[src/rtl/move_collector_pkg.sv]
// Shared chess definitions for the move collector: move field layout, the
// invalid-move constant, piece/colour encodings and the collector state type.
package move_collector_pkg;

   // Move word field positions (19-bit move)
   localparam int unsigned MV_W        = 19;
   localparam int unsigned MV_INVALID  = 18;
   localparam int unsigned MV_PROMOTE  = 17;
   localparam int unsigned MV_PAWN     = 16;
   localparam int unsigned MV_PAWN2    = 15;
   localparam int unsigned MV_EP       = 14;
   localparam int unsigned MV_CASTLE   = 13;
   localparam int unsigned MV_CAPTURE  = 12;
   localparam int unsigned MV_FROM_LSB = 6;
   localparam int unsigned MV_TO_LSB   = 0;
   localparam int unsigned MV_SQ_W     = 6;

   // Empty slot filler: invalid flag set, everything else clear
   localparam logic [MV_W-1:0] IMOV = 19'h40000;

   typedef enum logic [2:0] {
      PC_NONE, PC_PAWN, PC_KNIGHT, PC_BISHOP, PC_ROOK, PC_QUEEN, PC_KING
   } piece_e;

   typedef enum logic {
      CL_WHITE, CL_BLACK
   } colour_e;

   typedef enum logic [2:0] {
      ST_IDLE, ST_WAIT, ST_CHECK, ST_LATCH, ST_EMIT, ST_NEXT, ST_FIN
   } mvc_state_e;

   function automatic logic mv_is_invalid(input logic [MV_W-1:0] mv);
      return mv[MV_INVALID];
   endfunction

endpackage

[src/rtl/move_slot_unpacker.sv]
// Holds one FIFO word and walks its move slots; presents the current slot
// and whether it is an invalid (skippable) entry.
module move_slot_unpacker
   import move_collector_pkg::*;
#(
   parameter int unsigned SLOTS = 8,
   parameter int unsigned MVW   = 19
) (
   input  logic                  clk_i,
   input  logic                  rst_i,
   input  logic                  load_i,
   input  logic [SLOTS*MVW-1:0]  word_i,
   input  logic                  advance_i,
   output logic [MVW-1:0]        slot_o,
   output logic                  skip_o,
   output logic                  last_o
);

   localparam int unsigned IW = $clog2(SLOTS);

   logic [SLOTS*MVW-1:0] word_q;
   logic [IW-1:0]        idx_q;

   // Word capture on load; slot index restarts at 0 and steps on advance
   always_ff @(posedge clk_i or posedge rst_i) begin
      if (rst_i) begin
         word_q <= '0;
         idx_q  <= '0;
      end else if (load_i) begin
         word_q <= word_i;
         idx_q  <= '0;
      end else if (advance_i) begin
         idx_q  <= idx_q + IW'(1);
      end
   end

   assign slot_o = word_q[idx_q*MVW +: MVW];
   assign skip_o = mv_is_invalid(slot_o);
   assign last_o = (idx_q == IW'(SLOTS-1));

endmodule

[src/rtl/move_collector.sv]
// Move collector: after start, waits for all squares done, then drains each
// square's move FIFO in order 0..NSQ-1 and streams valid moves out.
// Optional watchdog in WAIT enabled by defining MVC_TIMEOUT_EN.
module move_collector
  import move_collector_pkg::*;
#(
  parameter int unsigned NSQ     = 64,
  parameter int unsigned SLOTS   = 8,
  parameter int unsigned MVW     = 19,
  parameter int unsigned CNTW    = 9,
  parameter int unsigned TIMEOUT = 1024
) (
  input  logic                     clk,
  input  logic                     reset,
  input  logic                     start,
  input  logic [NSQ-1:0]           done_vec,
  output logic [$clog2(NSQ)-1:0]   sq_sel,
  output logic                     rden,
  input  logic [159:0]             fifo_q,
  input  logic                     fifo_empty,
  output logic [MVW-1:0]           mv_data,
  output logic                     mv_valid,
  input  logic                     mv_ready,
  output logic                     busy,
  output logic                     list_done,
  output logic [CNTW-1:0]          move_count
`ifdef MVC_TIMEOUT_EN
  ,
  output logic                     timeout_err
`endif
);

  localparam int unsigned SQW = $clog2(NSQ);

  mvc_state_e      state_q, state_d;
  logic [SQW-1:0]  sq_sel_q, sq_sel_d;
  logic [CNTW-1:0] count_q, count_d;

  logic           load, advance;
  logic [MVW-1:0] slot;
  logic           skip, last;
  logic           all_done;
  logic           unused_fifo_hi;

  assign all_done       = &done_vec;
  assign unused_fifo_hi = ^fifo_q[159:SLOTS*MVW];

  move_slot_unpacker #(
    .SLOTS (SLOTS),
    .MVW   (MVW)
  ) u_unpack (
    .clk_i     (clk),
    .rst_i     (reset),
    .load_i    (load),
    .word_i    (fifo_q[SLOTS*MVW-1:0]),
    .advance_i (advance),
    .slot_o    (slot),
    .skip_o    (skip),
    .last_o    (last)
  );

`ifdef MVC_TIMEOUT_EN
  localparam int unsigned TW = $clog2(TIMEOUT);

  logic [TW-1:0] wait_q;
  logic          terr_q;
  logic          wait_expired;

  assign wait_expired = (state_q == ST_WAIT) && !all_done && (wait_q == TW'(TIMEOUT-1));
  assign timeout_err  = terr_q;

  // Watchdog: counts WAIT cycles; error is sticky until reset or next start
  always_ff @(posedge clk or posedge reset) begin
    if (reset) begin
      wait_q <= '0;
      terr_q <= 1'b0;
    end else if (state_q == ST_IDLE && start) begin
      wait_q <= '0;
      terr_q <= 1'b0;
    end else if (state_q == ST_WAIT) begin
      wait_q <= wait_q + TW'(1);
      if (wait_expired) terr_q <= 1'b1;
    end
  end
`endif

  // State, square select and move counter registers
  always_ff @(posedge clk or posedge reset) begin
    if (reset) begin
      state_q  <= ST_IDLE;
      sq_sel_q <= '0;
      count_q  <= '0;
    end else begin
      state_q  <= state_d;
      sq_sel_q <= sq_sel_d;
      count_q  <= count_d;
    end
  end

  // Next-state and output decode
  always_comb begin
    state_d   = state_q;
    sq_sel_d  = sq_sel_q;
    count_d   = count_q;
    rden      = 1'b0;
    mv_valid  = 1'b0;
    mv_data   = '0;
    list_done = 1'b0;
    load      = 1'b0;
    advance   = 1'b0;
    case (state_q)
      ST_IDLE: begin
        if (start) begin
          count_d  = '0;
          sq_sel_d = '0;
          state_d  = ST_WAIT;
        end
      end
      ST_WAIT: begin
        if (all_done) begin
          state_d = ST_CHECK;
`ifdef MVC_TIMEOUT_EN
        end else if (wait_expired) begin
          state_d = ST_FIN;
`endif
        end
      end
      ST_CHECK: begin
        if (fifo_empty) begin
          state_d = ST_NEXT;
        end else begin
          rden    = 1'b1;
          state_d = ST_LATCH;
        end
      end
      ST_LATCH: begin
        load    = 1'b1;
        state_d = ST_EMIT;
      end
      ST_EMIT: begin
        if (skip) begin
          advance = 1'b1;
          if (last) state_d = ST_CHECK;
        end else begin
          mv_valid = 1'b1;
          mv_data  = slot;
          if (mv_ready) begin
            advance = 1'b1;
            if (count_q != '1) count_d = count_q + CNTW'(1);
            if (last) state_d = ST_CHECK;
          end
        end
      end
      ST_NEXT: begin
        if (sq_sel_q == SQW'(NSQ-1)) begin
          state_d = ST_FIN;
        end else begin
          sq_sel_d = sq_sel_q + SQW'(1);
          state_d  = ST_CHECK;
        end
      end
      ST_FIN: begin
        list_done = 1'b1;
        sq_sel_d  = '0;
        state_d   = ST_IDLE;
      end
      default: state_d = ST_IDLE;
    endcase
  end

  assign sq_sel     = sq_sel_q;
  assign move_count = count_q;
  assign busy       = (state_q != ST_IDLE);

endmodule

[config.mk]
export PLATFORM = sky130hd
export DESIGN_NAME = move_collector
export DESIGN_NICKNAME = d
export VERILOG_FILES = /design/src/rtl/move_collector_pkg.sv /design/src/rtl/move_slot_unpacker.sv /design/src/rtl/move_collector.sv
export SDC_FILE = /design/constraint.sdc
export NUM_CORES = 1
export LEC_CHECK = 0
export ABC_AREA = 1
export CORE_UTILIZATION = 43
export DETAILED_ROUTE_END_ITERATION = 10
export GPL_ROUTABILITY_DRIVEN = 0
export PLACE_DENSITY = 0.78
export SLEW_MARGIN = 40
export SYNTH_ARGS = -nofsm -noshare
export SYNTH_HDL_FRONTEND = slang
export SYNTH_SLANG_ARGS = --single-unit
[constraint.sdc]
create_clock -name clk -period 6.3 [get_ports clk]
set_input_delay 1.26 -clock clk [delete_from_list [all_inputs] [get_ports clk]]
set_output_delay 1.26 -clock clk [all_outputs]
set_load 0.01 [all_outputs]
* Word-level counts from Yosys, hierarchy flattened
Cells that the tools add are included.
W data, S select, Z words.
** Word-level totals
- Flip-flop bits (word level) :: 173
** Cells by class
- Shifts and indexed selects :: 1
- Muxes and demuxes :: 29
- Add/sub/neg operators :: 3
- Reductions and logical operators :: 9
- Equal/unequal tests :: 16
- $mul :: 1
** Operators with widths (count)
- $shiftx A152 B9 Y19 :: 1
- $reduce_and A64 Y1 :: 1
- $mux W18 :: 2
- $mux W9 :: 4
- $mux W3 :: 9
- $pmux W3 S6 :: 1
- $pmux W6 S3 :: 1
- $pmux W9 S2 :: 1
- $eq A3 B3 Y1 const B :: 4
- $mux W6 :: 2
- $ne A2 B2 Y1 const B :: 6
- $add A9 B1 Y9 const B :: 1
- $mux W1 :: 9
- $ne A9 B9 Y1 const B :: 1
- $mul A3 B5 Y8 const B :: 1
- $add A6 B1 Y6 const B :: 1
- $eq A3 B2 Y1 const B :: 2
- $eq A6 B6 Y1 const B :: 1
- $reduce_and A3 Y1 :: 2
- $reduce_bool A3 Y1 :: 2
- $reduce_and A5 Y1 :: 1
- $reduce_bool A2 Y1 :: 2
- $add A3 B1 Y3 const B :: 1
- $eq A3 B1 Y1 const B :: 1
- other kinds (2) :: 2

* Logic depth before layout (Yosys ltp)
Gate-level depths: netlist of the first run.
- Word-level depth :: 6
- Depth in mapped cells :: 13
- Gate-level depth less buffers :: 12

* By module
Synthesis of the first run repeated with hierarchy kept, for this count alone.
** Second synthesis, totals
- Cell total of the unflattened synthesis :: 1246
- Area, all modules :: 9021.2 µm²
** By module, submodules not included
- move_slot_unpacker :: cells each 1012, area an instance 7576.0 µm², times used 1
- move_collector :: cells each 234, area an instance 1445.1 µm², times used 1

* Worst setup path after synthesis of the first run
OpenSTA, ideal clock, no wires.
- Kind :: input-to-output
- Start :: input port fifo_empty
- End :: output port rden
- Cell stages on the path :: 1
- Arrival time :: 1.742 ns
- Data required time :: 5.040 ns
- Path slack :: 3.298 ns
- Cell sequence :: nor4_1
** On the way
- Word-level cells in the longest chain between the ends :: 2
** Ends and longest elaborated chain
- start, declared :: line move_collector.sv:20 : input logic fifo_empty,
- $mux W1 :: line move_collector.sv:129 : if (fifo_empty) begin
- $mux W1 :: line move_collector.sv:111 : case (state_q)
- end, declared :: line move_collector.sv:18 : output logic rden,
No other way between the ends.

* Worst setup path after layout of the first run
- Start :: register u_unpack.idx_q[0]
- End :: output port mv_data[0]
** On the way
- Word-level cells in the longest chain between the ends :: 4
** Ends and longest elaborated chain
- start, declared :: line move_slot_unpacker.sv:22 : logic [IW-1:0] idx_q;
- start signal, assigned :: line move_slot_unpacker.sv:33 : idx_q <= idx_q + IW'(1);
- $mul A3 B5 Y8 :: line move_slot_unpacker.sv:37 : assign slot_o = word_q[idx_q*MVW +: MVW];
- $shiftx A152 B9 Y19 :: line move_slot_unpacker.sv:37
- $mux W18 :: line move_collector.sv:141 : if (skip) begin
- $mux W18 :: line move_collector.sv:111
- end, declared :: line move_collector.sv:21 : output logic [MVW-1:0] mv_data,
No other way between the ends.

==> results of run 1 <==
-- logic make-up (layout without fill, tap and decap cells) --
logic type | count (synthesis) | count (layout) | share of synthesized area
fa+ha+maj | 5 | 5 | 0.00737
compound gates | 234 | 234 | 0.140
flops | 173 | 173 | 0.510
other cells | 1 | 1 | 0.000442
mux | 108 | 108 | 0.143
simple gates | 267 | 267 | 0.131
buf+inv | 122 | 366 | 0.0653
xor+xnor | 2 | 2 | 0.00206
-- placed cells by master (no fill, tap or decap), types with 4 or more instances in the layout --
cell / netlist / layout
a21oi_1: 106 / 106
o21ai_0: 117 / 117
nand3_1: 18 / 18
inv_1: 62 / 61
nor2_1: 115 / 115
clkdlybuf4s50_1: 0 / 257
o21ai_1: 5 / 5
nand2_1: 113 / 113
mux2_2: 108 / 108
dfrtp_1: 173 / 170
buf_4: 4 / 4
ha_1: 5 / 5
clkbuf_16: 0 / 17
nand4_1: 5 / 5
clkinvlp_4: 0 / 4
inv_2: 5 / 5
-- synthesized netlist by cell type --
library cell    n
nor3_2          2
o22ai_1         1
or2_1           1
inv_4           1
o31ai_1         1
o21ai_1         5
inv_1          62
buf_1           2
xor2_1          2
clkbuf_1       18
conb_1          1
ha_1            5
nand3_1        18
and3_1          1
nor2_4          1
nor3_1          2
nand2_1       113
inv_2           5
o211ai_2        1
mux2_2        108
nand2_4         1
buf_8           1
a21oi_1       106
buf_6           5
o21bai_1        1
and2_1          1
buf_4           4
nor2_1        115
dfrtp_1       173
o21ai_2         1
nand3_2         1
buf_2          24
nand2_2         3
o21ai_0       117
nor2_8          1
o21a_1          1
nor4_1          2
nand4_1         5
-- routing by layer --
metal | vias to the layer above | GRT usage | part of all wire
li1 | 3494 | - | -
met1 | 3474 | 0.307 | 0.42
met2 | 278 | 0.420 | 0.49
met3 | 28 | 0.0619 | 0.081
met4 | 0 | 0.0724 | 0.017
met5 | - | 0 | 0
-- flip-flops by register name, indices dropped and copies added (netlist names) --
register,flops
sq_sel,6
state_q,3
move_count,9
u_unpack.word_q,152
u_unpack.idx_q,3
-- stage by stage --
stage	setup WS, ns	utilization	area [µm²]	cells	power [mW]
floorplan	0.352	-	8480	912	3.34
CTS	1.66	0.609	11800	1420	5.12
finish	1.65	0.610	11800	1421	5.09
global placement	2.14	0.576	11200	1386	3.96
detailed placement	2.15	0.578	11200	1388	4.05
global route	1.49	0.610	11800	1421	5.46
-- power by group --
| part | switching, mW | internal [mW] | total (mW) | leakage (nW) |
|---|---|---|---|---|
| clock network | 0.469 | 0.586 | 1.06 | 0.281 |
| logic | 1.14 | 0.940 | 2.08 | 2.75 |
| registers | 0.305 | 1.65 | 1.95 | 2.02 |
-- worst min-delay path by stage --
stage	slack [ns]	endpoint	startpoint	cells past startpoint
after global routing	0.51	u_unpack.word_q[6]	u_unpack.word_q[6]	1
after detailed placement	0.49	u_unpack.word_q[76]	u_unpack.word_q[76]	1
final	0.50	u_unpack.word_q[101]	u_unpack.word_q[101]	1
after floorplan	0.47	u_unpack.word_q[11]	u_unpack.word_q[11]	1
after global placement	0.48	u_unpack.word_q[45]	u_unpack.word_q[45]	1
after CTS	0.50	u_unpack.word_q[76]	u_unpack.word_q[76]	1
-- layout make-up --
type                       count  area, µm²
fill                        1661       7560
timing repair buffer         266       2710
tap                          265        332
inverter                      68        263
clock inverter                12        125
multi-input combinational    617       3610
sequential                   173       4340
clock buffer                  20        467
==> flow_metrics.py, run 1 <==
metrics = {
    "status": {
        "status": "complete, no violations",
    },
    "critical_path": {
        "cp_num_buf_inv": 3,
        "startpoint": "u_unpack.idx_q[0]",
        "slowest_stage": "clkdlybuf4s50_1",
        "critPathRequiredTime_ns": 5.04,
        "cp.arrival_ns": 3.39,
        "crit_type": "reg -> out",
        "r2r-end": "move_count[0]",
        "ff2ff_path_depth": 10,
        "cp-end-kind": "output pin",
        "critPathMaxFanout": 39,
        "path_delay_family": "buffers and inverters",
        "path_cells": "inv_2, buf_4, nand2_1, nand3_1, nand3_1, nand2_2, nand2_2, a21oi_1, clkdlybuf4s50_1",
        "r2r_slack_ns": 3.95,
        "crit_end": "mv_data[0]",
        "slowest_delay_ns": 0.59,
        "reg2reg_from": "u_unpack.idx_q[0]",
        "startpoint_type": "flip-flop",
        "path_depth": 9,
    },
    "cts": {
        "root_buffer": "clkbuf_16",
        "cts-htree-levels": 4,
        "clock-sinks": 173,
        "cts_made_buffers": 17,
        "clock_path_buffers": 2,
        "worst_skew_pair.late_latency_ns": 0.43,
        "path_clk_slew_ns": 0.06,
        "ctsHoldBuffers": 0,
        "cts_tree": "done",
        "cts_resized": 0,
        "cts_setup_buffers": 0,
    },
    "yosys": {
        "syn_nets": 1146,
        "synth_seq_cells": 173,
        "synthCells": 912,
        "seq_area_frac_synth": 0.510,
        "netlist.area_leader.share": 0.510,
        "synth_area_mm2": 0.00848,
        "ys_types": 38,
        "avgSynthCellArea_um2": 9.30,
        "yosys.area.top_type": "dfrtp_1",
        "ys_top_cells_by_area": "dfrtp_1 (51%), mux2_2 (14%), o21ai_0 (6.9%)",
        "synth_warnings": 0,
    },
    "drt": {
        "firstDrtPassIters": 5,
        "wire_per_inst_um": 17.0,
        "wl_mm": 24.2,
        "drt-initial-drc-count": 393,
        "drc": 0,
        "num_vias": 7274,
        "ant_nets": 0,
        "avgViaCountPerCell": 5.12,
    },
    "global_routing": {
        "grt_pass1_vias": 7235,
        "track_usage": 0.246,
        "grt-ovfl-total": 0,
        "antenna_found_initial": 0,
        "grt_pass1_wl_mm": 37.3,
        "grt_max_degree": 96,
    },
    "finish": {
        "fin_nets": 1377,
        "drive_gt1_frac": 0.147,
        "area_growth_pct": 39.5,
        "antenna_cells": 0,
    },
    "floorplan": {
        "rows": 51,
        "die_w_um": 142,
        "io_pins": 267,
        "die_h_um": 142,
        "core-area_mm2": 0.0194,
        "start_util": 0.437,
        "die-area_mm2": 0.0203,
    },
    "power_and_ir_drop": {
        "power.leakage_nw": 5.05,
        "worst_ir_drop_vdd_mv": 0.218,
        "power.density_mw_per_mm2": 430,
    },
    "run": {
        "drv_cap": 0,
    },
    "timing": {
        "report.final.hold_viol_count": 0,
        "min_period_ns": 4.65,
        "timing.fmax_mhz": 215,
        "setup_tns_ns": 0,
        "drv_slew": 0,
        "setup_viol": 0,
        "whs_ns": 0.501,
        "relSlewSlack": 0.493,
        "rsz0062_at_grt": "no",
        "fin_skew_ns": 0.0114,
        "post-route-period-util": 0.739,
        "worstMarginPinSlew_ns": 0.760,
    },
    "placement": {
        "port_buffers": 257,
        "place_hpwl_mm": 17.7,
    },
    "min_path": {
        "hold_path.class": "reg -> reg",
    },
}
(Power assumes the default switching activity.)
==> run 2: changes to the inputs <==
CORE_UTILIZATION = 47   (was 43)
PLACE_DENSITY = 0.81   (was 0.78)
clock period = 4.45 ns   (was 6.3 ns; I/O delays follow)
==> flow_metrics.py, run 2 (synthesis gave the netlist of run 1 again) <==
metrics = {
    "status": {
        "status": "complete, no violations",
    },
    "finish": {
        "final_common_cell": "clkdlybuf4s50_1",
        "fillers": 1321,
        "final_cell_mix": "clkdlybuf4s50_1 (257), dfrtp_1 (171), o21ai_0 (117)",
        "largest_register": "u_unpack.word_q",
        "finalInstanceArea_mm2": 0.0119,
        "largest_register_ffs": 152,
        "drive_gt1_frac": 0.148,
        "final_util": 0.679,
        "fin_nets": 1379,
        "area_growth_pct": 39.9,
    },
    "critical_path": {
        "r2r-end": "move_count[3]",
        "crit_type": "reg -> out",
        "startpoint_type": "flip-flop",
        "path_cells": "buf_4, o21ai_0, o21ai_0, nand2_1, a21oi_1, clkdlybuf4s50_1",
        "cp-end-kind": "output pin",
        "slowest_delay_ns": 0.88,
        "cpMostUsedCell": "o21ai_0",
        "slowest_stage": "dfrtp_2",
        "path_delay_family": "buffers and inverters",
        "critPathRequiredTime_ns": 3.56,
        "critPathMaxFanout": 43,
        "cp.arrival_ns": 3.15,
        "ff2ff_path_depth": 12,
        "r2r_slack_ns": 2.32,
        "path_depth": 6,
        "cp_num_buf_inv": 2,
        "reg2reg_from": "move_count[0]",
    },
    "drt": {
        "drc": 0,
        "avgViaCountPerCell": 5.37,
        "num_vias": 7441,
        "wire_per_inst_um": 18.0,
        "ant_nets": 0,
        "wl_mm": 25.0,
        "drt-initial-drc-count": 446,
        "firstDrtPassIters": 6,
    },
    "placement": {
        "dpl_cell_area_mm2": 0.0112,
        "port_buffers": 257,
        "place_hpwl_mm": 17.9,
        "dp_slack_ns": 0.907,
    },
    "timing": {
        "whs_ns": 0.499,
        "timing.fmax_mhz": 247,
        "setup_tns_ns": 0,
        "worstMarginPinSlew_ns": 0.846,
        "rsz0062_at_grt": "no",
        "setup_ws_ns": 0.406,
        "relSlewSlack": 0.436,
        "fin_skew_ns": 0.0123,
        "post-route-period-util": 0.909,
        "drv_slew": 0,
        "report.final.hold_viol_count": 0,
        "setup_viol": 0,
        "min_period_ns": 4.04,
    },
    "cts": {
        "clock_path_buffers": 2,
        "worst_skew_pair.late_latency_ns": 0.43,
        "path_clk_slew_ns": 0.06,
        "cts_tree": "done",
        "cts_resized": 0,
        "cts_setup_buffers": 0,
        "cts-htree-levels": 4,
        "clock-sinks": 173,
        "cts_made_buffers": 17,
        "ctsHoldBuffers": 0,
        "root_buffer": "clkbuf_16",
    },
    "floorplan": {
        "rows": 48,
        "start_util": 0.485,
        "die_w_um": 136,
        "die_h_um": 136,
        "core-area_mm2": 0.0175,
        "io_pins": 267,
        "die-area_mm2": 0.0186,
    },
    "global_routing": {
        "grt_pass1_vias": 7444,
        "antenna_found_initial": 1,
        "grt_pass1_wl_mm": 37.3,
        "grt_max_degree": 90,
        "grt-ovfl-total": 0,
        "track_usage": 0.271,
    },
    "min_path": {
        "whs_endpoint": "u_unpack.word_q[77]",
        "hold_path.class": "reg -> reg",
        "worstHoldStart": "u_unpack.word_q[77]",
        "min_delay_path_depth": 1,
    },
    "power_and_ir_drop": {
        "power.density_mw_per_mm2": 632,
        "worst_ir_drop_vdd_mv": 0.356,
        "power.leakage_nw": 5.10,
    },
    "run": {
        "drv_cap": 0,
    },
}
==> run 2: changes by cell type in the layout (fill, tap and decap cells not counted), sizes merged, moves of 2 or more <==
cell	before	now
bufinv	1	6
buf	9	11
clkbuf	20	17
clkinvlp	4	2
diode	0	2
==> run 2: worst max path at each step <==
stage                                 start            end  slack [ns]
after floorplan                       reset  move_count[0]        1.35
after global placement           fifo_empty           rden        0.90
after detailed placement         fifo_empty           rden        0.91
after CTS                 u_unpack.idx_q[1]    mv_data[11]        0.48
after global routing      u_unpack.idx_q[1]    mv_data[11]        0.32
final                     u_unpack.idx_q[1]    mv_data[11]        0.41
==> run 2: layout make-up <==
type,count,area [µm²],share of cell area
diodes,2,5.00,0.000422
clock buffers,17,425,0.0358
clock inverters,15,254,0.0214
inverters,68,262,0.0220
multi-input cells,617,3610,0.304
flip-flops and latches,173,4330,0.365
well taps,225,282,0.0237
repair buffers,268,2710,0.228
==> run 2: where the power goes <==
group          internal (mW)  switching (mW)
sequential              2.33           0.444
clock                   1.06           0.659
combinational           1.35            1.66
==> run 2: routing by layer <==
| metal | up-vias | track usage | routed length [µm] |
|---|---|---|---|
| li1 | 3506 | - | - |
| met1 | 3597 | 0.325 | 9920 |
| met2 | 298 | 0.470 | 12400 |
| met3 | 40 | 0.0623 | 1980 |
| met4 | 0 | 0.106 | 653 |
| met5 | - | 0 | 0 |
==> run 2: metrics by stage <==
step / total power, mW / cells
floorplan: 4.73 / 912
global placement: 5.61 / 1350
detailed placement: 5.76 / 1350
CTS: 7.51 / 1382
global route: 7.96 / 1384
finish: 7.51 / 1385
==> run 3: changes to the inputs <==
CTS_CLUSTER_DIAMETER = 100   (was not set)
==> results of run 3 <==
Same layout as run 2: the final DEF is identical, and so are final timing and power.
